File: config.mk
export PLATFORM = sky130hd
export DESIGN_NAME = multicycle_ctrl
export DESIGN_NICKNAME = d
export VERILOG_FILES = /design/src/rtl/ctrl_pkg.sv /design/src/rtl/retire_counter.sv /design/src/rtl/multicycle_ctrl.sv
export SDC_FILE = /design/constraint.sdc
export NUM_CORES = 1
export LEC_CHECK = 0
export ABC_AREA = 1
export ABC_CLOCK_PERIOD_IN_PS = 2300
export CAP_MARGIN = 20
export CORE_ASPECT_RATIO = 0.9
export CORE_UTILIZATION = 35
export DETAILED_ROUTE_END_ITERATION = 10
export PLACE_DENSITY_LB_ADDON = 0.1
export SYNTH_ARGS = -nofsm -noshare
export SYNTH_HDL_FRONTEND = slang
export SYNTH_HIERARCHICAL = 1
export SYNTH_SLANG_ARGS = --single-unit
File: constraint.sdc
create_clock -name CLK -period 2.3 [get_ports CLK]
set_clock_uncertainty 0.05 [all_clocks]
set_input_delay 0.345 -clock CLK [delete_from_list [all_inputs] [get_ports CLK]]
set_output_delay 0.345 -clock CLK [all_outputs]
set_load 0.1 [all_outputs]
File: src/rtl/ctrl_pkg.sv
// Shared encodings for the multicycle controller: FSM states, opcodes,
// ALU operation codes and PC source selects.
package ctrl_pkg;

  typedef enum logic [2:0] {
    ST_FETCH  = 3'd0,
    ST_DECODE = 3'd1,
    ST_EXEC   = 3'd2,
    ST_MEM    = 3'd3,
    ST_WB     = 3'd4,
    ST_HALT   = 3'd5
  } state_t;

  localparam logic [3:0] OP_ADD = 4'd0;
  localparam logic [3:0] OP_SUB = 4'd1;
  localparam logic [3:0] OP_AND = 4'd2;
  localparam logic [3:0] OP_OR  = 4'd3;
  localparam logic [3:0] OP_LD  = 4'd4;
  localparam logic [3:0] OP_ST  = 4'd5;
  localparam logic [3:0] OP_BEQ = 4'd6;
  localparam logic [3:0] OP_JMP = 4'd7;
  localparam logic [3:0] OP_HLT = 4'd15;

  localparam logic [2:0] ALU_ADD = 3'd0;
  localparam logic [2:0] ALU_SUB = 3'd1;
  localparam logic [2:0] ALU_AND = 3'd2;
  localparam logic [2:0] ALU_OR  = 3'd3;

  localparam logic [1:0] PCS_INC    = 2'd0;
  localparam logic [1:0] PCS_BRANCH = 2'd1;
  localparam logic [1:0] PCS_JUMP   = 2'd2;

  // Instruction classes: everything the FSM needs to know about an opcode.
  typedef enum logic [2:0] {
    CLS_ALU,
    CLS_LD,
    CLS_ST,
    CLS_BEQ,
    CLS_JMP,
    CLS_HLT,
    CLS_ILL
  } op_class_t;

endpackage

File: src/rtl/retire_counter.sv
// Wrapping count of retired instructions with synchronous reset.
module retire_counter #(
  parameter int W = 16
) (
  input  logic         clk,
  input  logic         rst,
  input  logic         en,
  output logic [W-1:0] count
);

  always_ff @(posedge clk) begin
    if (rst)
      count <= '0;
    else if (en)
      count <= count + W'(1);
  end

endmodule

File: src/rtl/multicycle_ctrl.sv
// Multicycle CPU control FSM: fetch/decode/exec/mem/wb sequencing with
// Mealy strobes on memory handshake, branch condition and retirement count.
module multicycle_ctrl
  import ctrl_pkg::*;
#(
  parameter int OPW  = 4,
  parameter int CNTW = 16
) (
  input  logic            CLK,
  input  logic            R,
  input  logic [OPW-1:0]  OPCODE,
  input  logic            MEM_READY,
  input  logic            ZERO,
  output logic            MEM_REQ,
  output logic            MEM_WE,
  output logic            IR_WE,
  output logic            PC_WE,
  output logic            RF_WE,
  output logic [1:0]      PC_SRC,
  output logic            RF_SRC,
  output logic [2:0]      ALU_OP,
  output logic [2:0]      STATE,
  output logic            HALTED,
  output logic [CNTW-1:0] RETIRED
);

  // Memory handshake: MEM_REQ holds the request; the access completes in the
  // cycle MEM_READY is high, and only then does the FSM leave FETCH or MEM.

  state_t          state;
  state_t          state_nx;
  op_class_t       cls;
  logic            mem_req, mem_we, ir_we, pc_we, rf_we, rf_src, halted;
  logic [1:0]      pc_src;
  logic [2:0]      alu_op;
  logic            retire;
  logic [CNTW-1:0] count;

  always_comb begin
    cls = CLS_ILL;
    case (OPCODE)
      OPW'(OP_ADD), OPW'(OP_SUB), OPW'(OP_AND), OPW'(OP_OR): cls = CLS_ALU;
      OPW'(OP_LD):  cls = CLS_LD;
      OPW'(OP_ST):  cls = CLS_ST;
      OPW'(OP_BEQ): cls = CLS_BEQ;
      OPW'(OP_JMP): cls = CLS_JMP;
      OPW'(OP_HLT): cls = CLS_HLT;
      default:      cls = CLS_ILL;
    endcase
  end

  always_comb begin
    state_nx = state;
    mem_req  = 1'b0;
    mem_we   = 1'b0;
    ir_we    = 1'b0;
    pc_we    = 1'b0;
    rf_we    = 1'b0;
    rf_src   = 1'b0;
    pc_src   = PCS_INC;
    alu_op   = ALU_ADD;
    halted   = 1'b0;
    retire   = 1'b0;
    case (state)
      ST_FETCH: begin
        mem_req = 1'b1;
        if (MEM_READY) begin
          ir_we    = 1'b1;
          pc_we    = 1'b1;
          state_nx = ST_DECODE;
        end
      end
      ST_DECODE: begin
        case (cls)
          CLS_JMP: begin
            pc_we    = 1'b1;
            pc_src   = PCS_JUMP;
            retire   = 1'b1;
            state_nx = ST_FETCH;
          end
          CLS_HLT: begin
            retire   = 1'b1;
            state_nx = ST_HALT;
          end
          CLS_ILL: begin
            retire   = 1'b1;
            state_nx = ST_FETCH;
          end
          default: state_nx = ST_EXEC;
        endcase
      end
      ST_EXEC: begin
        case (cls)
          CLS_ALU: begin
            alu_op   = {1'b0, OPCODE[1:0]};
            state_nx = ST_WB;
          end
          CLS_LD, CLS_ST: begin
            alu_op   = ALU_ADD;
            state_nx = ST_MEM;
          end
          CLS_BEQ: begin
            alu_op   = ALU_SUB;
            retire   = 1'b1;
            state_nx = ST_FETCH;
            if (ZERO) begin
              pc_we  = 1'b1;
              pc_src = PCS_BRANCH;
            end
          end
          default: state_nx = ST_FETCH;
        endcase
      end
      ST_MEM: begin
        mem_req = 1'b1;
        mem_we  = (cls == CLS_ST);
        if (MEM_READY) begin
          if (cls == CLS_LD) begin
            state_nx = ST_WB;
          end else begin
            retire   = (cls == CLS_ST);
            state_nx = ST_FETCH;
          end
        end
      end
      ST_WB: begin
        rf_we    = 1'b1;
        rf_src   = (cls == CLS_LD);
        retire   = 1'b1;
        state_nx = ST_FETCH;
      end
      ST_HALT: halted = 1'b1;
      default: state_nx = ST_FETCH;
    endcase
  end

  always_ff @(posedge CLK) begin
    if (R)
      state <= ST_FETCH;
    else
      state <= state_nx;
  end

  retire_counter #(.W(CNTW)) u_retire (
    .clk   (CLK),
    .rst   (R),
    .en    (retire),
    .count (count)
  );

  // Reset forces every output low in the same cycle, overriding Mealy terms.
  assign MEM_REQ = mem_req & ~R;
  assign MEM_WE  = mem_we  & ~R;
  assign IR_WE   = ir_we   & ~R;
  assign PC_WE   = pc_we   & ~R;
  assign RF_WE   = rf_we   & ~R;
  assign RF_SRC  = rf_src  & ~R;
  assign HALTED  = halted  & ~R;
  assign PC_SRC  = R ? 2'd0 : pc_src;
  assign ALU_OP  = R ? 3'd0 : alu_op;
  assign STATE   = R ? 3'd0 : 3'(state);
  assign RETIRED = R ? '0 : count;

endmodule

-- After elaboration in Yosys (flattened, before gate mapping)
Memory sizes are Yosys's and may differ from the RTL's.
Cells that the tools add are included.
- output and inout bits: 31
- memory bits (read-only): 48
- bits in registers: 19
- memories kept: 1
- bits of input ports: 8
- logic and storage cells: 65
- muxes and demuxes: 32
- eq/ne operators: 13
- reductions and logical operators: 7
- add/sub/neg operators: 1
- bitwise gates (word level): 9
- memory list (name ; words ; bits a word ; read ports ; clocked after Yosys merged registers in ; wr ports ; line ; RTL):
    (name not given) ; 16 ; 3 ; 1 ; 0 ; 0 ; multicycle_ctrl.sv:41 ; case (OPCODE)
- operators by type and width (operator ; number):
    $add 16x1->16 const B ; 1
    $mux 1 ; 16
    $mux 16 ; 1
    $eq 3x3->1 const B ; 5
    $mux 3 ; 5
    $pmux 3 s5 ; 1
    $eq 3x2->1 const B ; 4
    $pmux 3 s2 ; 2
    $pmux 2 s2 ; 2
    $and 1x1->1 ; 7
    $eq 3x1->1 const B ; 2
    $logic_not 3->1 ; 2
    $mux 2 ; 3
    $reduce_or 2->1 ; 3
    $ne 2x2->1 const B ; 2
    $pmux 1 s4 ; 1
    $pmux 1 s3 ; 1
    $reduce_and 3->1 ; 1
    $reduce_or 3->1 ; 1
    $not 1->1 ; 2

-- Depth between registers and ports, before layout
Gate-level depths: netlist of the first run.
An unclocked memory read counts as a cell.
- depth after elaboration: 5
- mapped depth: 14
- depth with buffers taken out: 13

-- By module
The synthesis of the first run kept the hierarchy.
- modules (own cells, without submodules) (module ; cells an instance ; area each (um^2) ; times used ; seq. area each (um^2)):
    retire_counter ; 126 ; 847.1 ; 1 ; 320.3
    multicycle_ctrl ; 126 ; 618.1 ; 1 ; 60.1

-- Worst setup path before layout of the first run
OpenSTA, ideal clock, no wires.
- path type: in2out
- start: input port OPCODE[0]
- end: output port MEM_WE
- data required time: 1.905 ns
- cell stages on the path: 4
- arrival time: 3.755 ns
- setup slack: -1.850 ns
- buffers on the path: 0
- path through: ha_1 -> a21oi_2 -> nand2_1 -> nor4_1
- longest elaborated chain between the ends: 4
- ends and longest elaborated chain (item ; line ; RTL):
    start: declaration ; multicycle_ctrl.sv:11 ; input logic [OPW-1:0] OPCODE,
    $mem_v2 16x3 ; - ;
    $eq 3x2->1 ; multicycle_ctrl.sv:116 ; mem_we = (cls == CLS_ST);
    $mux 1 ; multicycle_ctrl.sv:64 ; case (state)
    $and 1x1->1 ; multicycle_ctrl.sv:153 ; assign MEM_WE = mem_we & ~R;
    end: declaration ; multicycle_ctrl.sv:15 ; output logic MEM_WE,
Every way passes these cells.

-- Worst setup path in the final report of the first run
Ends and elaborated chain as after synthesis.

==> results of run 1 <==
==> final timing paths <==
path                                           end         startpoint  cells after the start  slack, ns
worst max-delay path                        MEM_WE          OPCODE[0]                      8       0.11
worst min register to register   u_retire/count[8]  u_retire/count[8]                      2       0.44
worst max register to register  u_retire/count[14]           state[0]                     11       0.32
worst min-delay path             u_retire/count[8]  u_retire/count[8]                      2       0.44
==> cells in the mapped netlist, drive strengths merged, types with 2 or more instances <==
cell / n
nor3: 6
nor3b: 2
dfxtp: 19
o21ai: 9
nor2: 63
nand3: 20
buf: 4
ha: 2
a21oi: 10
clkbuf: 2
inv: 47
nand2: 59
nand4: 5
==> power groups by stage <==
stage,logic (uW),clock network [uW],registers [uW]
after floorplan,241,0,360
after detailed placement,366,0,363
final,368,238,356
after CTS,366,244,356
after global placement,363,0,363
after global routing,393,258,359
==> area by class of cell <==
| class | instances | area [um^2] | area share, % |
|---|---|---|---|
| Clock buffer | 4 | 45.0 | 1.87 |
| Timing Repair Buffer | 51 | 783 | 32.6 |
| Multi-Input combinational cell | 180 | 962 | 40.0 |
| Inverter | 47 | 176 | 7.34 |
| Tap cell | 46 | 57.6 | 2.39 |
| Sequential cell | 19 | 380 | 15.8 |
==> layer usage <==
metal / GRT usage, % / wire, um / up-vias
met4: 4.75 / 23 / 0
li1: - / - / 869
met1: 25.0 / 1870 / 677
met5: 0 / 0 / -
met3: 3.68 / 159 / 2
met2: 26.8 / 1520 / 35
==> sequential cells by signal, indices dropped and copies added, names as in the netlist <==
signal          cells
u_retire/count     16
state               3
==> worst max-delay path, stage by stage <==
cell and delay (ns):
dlygate4sd2_1 0.27, ha_4 0.29, nand2_1 0.09, nor2_2 0.13
buf_4 0.12, nand2_1 0.11, nor4_4 0.23, buf_12 0.22
==> logic make-up after synthesis <==
kind of cell	count (synthesis)	share of synthesized area [%]
buffers and inverters	53	14.4
AO/OA/AOI/OAI	21	7.77
flip-flops	19	26.0
AND/OR/NAND/NOR	156	49.9
other	1	0.256
adder cells (fa/ha/maj)	2	1.71
==> timing repair <==
action                     4_1_cts  5_1_grt
gates resized for setup          3        3
setup buffers                    0        0
pin swaps                        3        1
setup endpoints to repair        4        5
==> through the flow <==
step	total power, uW	instance area, um^2	cells
2_1_floorplan	601	1540	252
3_3_place_gp	727	2350	343
3_5_place_dp	730	2350	343
4_1_cts	966	2390	347
5_1_grt	1010	2400	347
6_report	962	2400	347
==> flow_summary.json, run 1 <==
{
  "ys_seq_area_share_pct": 26.0,
  "gr-total-overflow": 0,
  "min_period_ns": 2.19,
  "numCtsBuffers": 3,
  "grt_pass1_vias": 1468,
  "fin_tns_setup_ns": 0,
  "die_area_um2": 4450,
  "drt-total-wl_um": 3570,
  "port_buffers": 37,
  "syn_area_per_cell_um2": 5.81,
  "cts-root-buf": "clkbuf_8",
  "fp-row-count": 21,
  "hpwl_um": 2860,
  "critPathKind": "primary input to output pin",
  "synth_area_um2": 1470,
  "die_h_um": 63.4,
  "status": "completed",
  "p_sw_uw": 370,
  "synth-main-ff-cell": "dfxtp_1",
  "antenna_left": 0,
  "p_seq_share_pct": 37.0,
  "internal_power_uw": 592,
  "synth_edf_count": 0,
  "setup_viol": 0,
  "timing.final.crit_share_pct": 95.3,
  "drv_cap": 0,
  "fin_util_pct": 62.3,
  "rsz0062_at_grt": "no",
  "hold_violations": 0,
  "place_congestion": 0.820,
  "drtPass1Iterations": 4,
  "synth.distinct_cells": 26,
  "fillerInstances": 327,
  "swShare_pct": 38.5,
  "hold_path_class": "flop to flop",
  "vias_per_cell": 4.56,
  "cp.arrival_ns": 1.80,
  "grt_max_degree": 22,
  "clock_latency_ns": 0.26,
  "wl_per_cell_um": 10.3,
  "p_per_area_nw_per_um2": 400,
  "preCtsSetupSlack_ns": -0.140,
  "end_kind": "output pin",
  "vias": 1583,
  "worst-path-max-fanout": 2,
  "setup_ws_ns": 0.107,
  "first_iter_violations": 113,
  "p_leak_uw": 0.000993,
  "io_pins": 39,
  "synth_warnings": 6,
  "synth_area_leader_cell": "dfxtp_1",
  "yosys-top-cells-area": "dfxtp_1 26%, nor2_1 14%, nand2_1 13%",
  "final_cell_mix": "51 x nand2_1, 47 x nor2_1, 43 x inv_1, 31 x buf_12, 19 x dfxtp_1",
  "fin_nets": 312,
  "final_common_cell": "nand2_1",
  "synthCells": 252,
  "drive_above_1_share_pct": 28.2,
  "die_x_um": 70.2,
  "start_util_pct": 37.9,
  "crit_required_ns": 1.90,
  "grt_pass1_wl_um": 6350,
  "async_flop_share_pct": 0,
  "area_growth_pct": 64.1,
  "cts_tree": "done",
  "grtUsageTotal_pct": 17.6,
  "antenna_found_initial": 0,
  "antenna_cells": 0,
  "startpoint_type": "primary input",
  "drv_slew": 0,
  "h-tree-depth": 1,
  "clkSinkCount": 19,
  "fmax_mhz": 456,
  "p_comb_share_pct": 38.3,
  "power.share.clock_pct": 24.7,
  "synth_top_area_share_pct": 26.0,
  "coreArea_um2": 3860,
  "syn-num-nets": 262,
  "path_clk_slew_ns": 0.07,
  "ys_ff_latch": 19,
  "vdd_drop_max_mv": 0.329,
  "drc": 0,
  "holdWs_ns": 0.443,
  "cts.path.max_buffers": 2,
  "holdBufCountCts": 0
}
Power figures use the tool's default switching activity.
==> run 2: changes to the inputs <==
--- a/config.mk
+++ b/config.mk
@@ -8,8 +8,10 @@
 export ABC_AREA = 1
 export ABC_CLOCK_PERIOD_IN_PS = 2300
 export CAP_MARGIN = 20
+export CELL_PAD_IN_SITES_DETAIL_PLACEMENT = 0
+export CELL_PAD_IN_SITES_GLOBAL_PLACEMENT = 2
 export CORE_ASPECT_RATIO = 0.9
-export CORE_UTILIZATION = 35
+export CORE_UTILIZATION = 24
 export DETAILED_ROUTE_END_ITERATION = 10
 export PLACE_DENSITY_LB_ADDON = 0.1
 export SYNTH_ARGS = -nofsm -noshare
==> flow_summary.json, run 2 (synthesis gave the netlist of run 1 again) <==
{
  "top_regs": "u_retire/count x16, state x3",
  "die_x_um": 84.4,
  "holdWs_ns": 0.442,
  "clock_latency_ns": 0.26,
  "hold_violations": 0,
  "grtUsageTotal_pct": 13.7,
  "vias": 1583,
  "cp.arrival_ns": 1.78,
  "fin_util_pct": 42.0,
  "post_cts_buffers": 0,
  "fin_tns_setup_ns": 0,
  "p_leak_uw": 0.000997,
  "die_area_um2": 6420,
  "p_per_area_nw_per_um2": 397,
  "drc": 6,
  "vdd_drop_max_mv": 0.187,
  "first_iter_violations": 98,
  "drv_slew": 0,
  "timing.final.crit_share_pct": 94.4,
  "drtPass1Iterations": 7,
  "placed_area_um2": 2380,
  "numCtsBuffers": 3,
  "h-tree-depth": 1,
  "place_congestion": 0.825,
  "drive_above_1_share_pct": 28.1,
  "wl_per_cell_um": 11.0,
  "holdBufCountCts": 0,
  "grt_pass1_wl_um": 7140,
  "crit_required_ns": 1.90,
  "rsz0062_at_grt": "no",
  "grt_max_degree": 22,
  "setup_viol": 0,
  "design_area_um2": 2430,
  "gr-total-overflow": 0,
  "drv_cap": 0,
  "cts.path.max_buffers": 2,
  "drt-total-wl_um": 4090,
  "fmax_mhz": 461,
  "rr_startpoint": "state[0]",
  "antenna_found_initial": 0,
  "worst-path-max-fanout": 3,
  "fp-row-count": 26,
  "start_util_pct": 25.3,
  "failed_checks": "DRC",
  "path_clk_slew_ns": 0.08,
  "final_cell_mix": "52 x nand2_1, 48 x nor2_1, 43 x inv_1, 30 x buf_12, 19 x dfxtp_1",
  "coreArea_um2": 5790,
  "die_h_um": 76.1,
  "fillerInstances": 640,
  "cts_tree": "done",
  "port_buffers": 37,
  "hold_path.startpoint": "u_retire/count[8]",
  "crit_start": "OPCODE[0]",
  "area_growth_pct": 66.0,
  "critPathKind": "primary input to output pin",
  "preCtsSetupSlack_ns": -0.196,
  "clkSinkCount": 19,
  "final_common_cell": "nand2_1",
  "cts-root-buf": "clkbuf_8",
  "end_kind": "output pin",
  "antenna_cells": 0,
  "setup_ws_ns": 0.129,
  "min_period_ns": 2.17,
  "grt_pass1_vias": 1468,
  "io_pins": 39,
  "regMostFlops": "u_retire/count",
  "vias_per_cell": 4.24,
  "largest_reg_flops": 16,
  "fin_nets": 314,
  "antenna_left": 0,
  "startpoint_type": "primary input",
  "hpwl_um": 3400,
  "status": "complete, but fails checks",
  "hold_path_class": "flop to flop"
}
==> run 2: power by group <==
group          leakage [uW]  internal [uW]  switching, uW
registers          0.000154            341           15.1
logic              0.000821            127            241
clock network     0.0000228            123            118
==> run 2: per-stage QoR <==
step / power [uW] / std cells
finish: 965 / 373
global route: 1020 / 373
CTS: 981 / 373
detailed placement: 734 / 369
global placement: 735 / 369
floorplan: 601 / 252
==> run 2: timing repair <==
action,in CTS,in global routing
pin swaps,2,0
endpoints found under the setup margin,7,4
gates resized for setup,2,2
==> run 2: critical path: stages <==
cell and delay (ns):
dlygate4sd2_1 0.27, ha_4 0.26, nand2_1 0.08, nand2_1 0.11
nor2_4 0.14, nand3_1 0.08, o21ai_1 0.08, nand2_1 0.07
nor2_2 0.16, buf_12 0.19
==> run 2: path summary, 6_finish.rpt <==
kind / slack, ns / endpoint / cells past startpoint
worst min-delay path: 0.44 / u_retire/count[8] / 2
worst max-delay path: 0.13 / ALU_OP[0] / 10
worst max register to register: 0.42 / u_retire/count[12] / 10
worst min register to register: 0.44 / u_retire/count[8] / 2
==> run 2: layout make-up <==
type	count	area, um^2	share of cell area [%]
multi-input cells	180	957	39.4
inverters	47	176	7.25
repair buffers	53	786	32.3
clock buffers	4	45.0	1.85
well taps	70	87.6	3.60
flip-flops and latches	19	380	15.6
==> run 2: routing by layer <==
layer  share of wire (%)  track usage, %  up-vias
met5                   0               0        -
met4                0.27            2.54        0
met3                 4.5            2.71        2
met2                  40            19.0       34
met1                  56            21.5      672
li1                    -               -      875
==> run 3: changes to the inputs <==
--- a/config.mk
+++ b/config.mk
@@ -12,6 +12,7 @@
 export CELL_PAD_IN_SITES_GLOBAL_PLACEMENT = 2
 export CORE_ASPECT_RATIO = 0.9
 export CORE_UTILIZATION = 24
+export CTS_CLUSTER_SIZE = 8
 export DETAILED_ROUTE_END_ITERATION = 10
 export PLACE_DENSITY_LB_ADDON = 0.1
 export SYNTH_ARGS = -nofsm -noshare
==> results of run 3 <==
No change in the layout: final DEF, timing and power equal those of run 2.
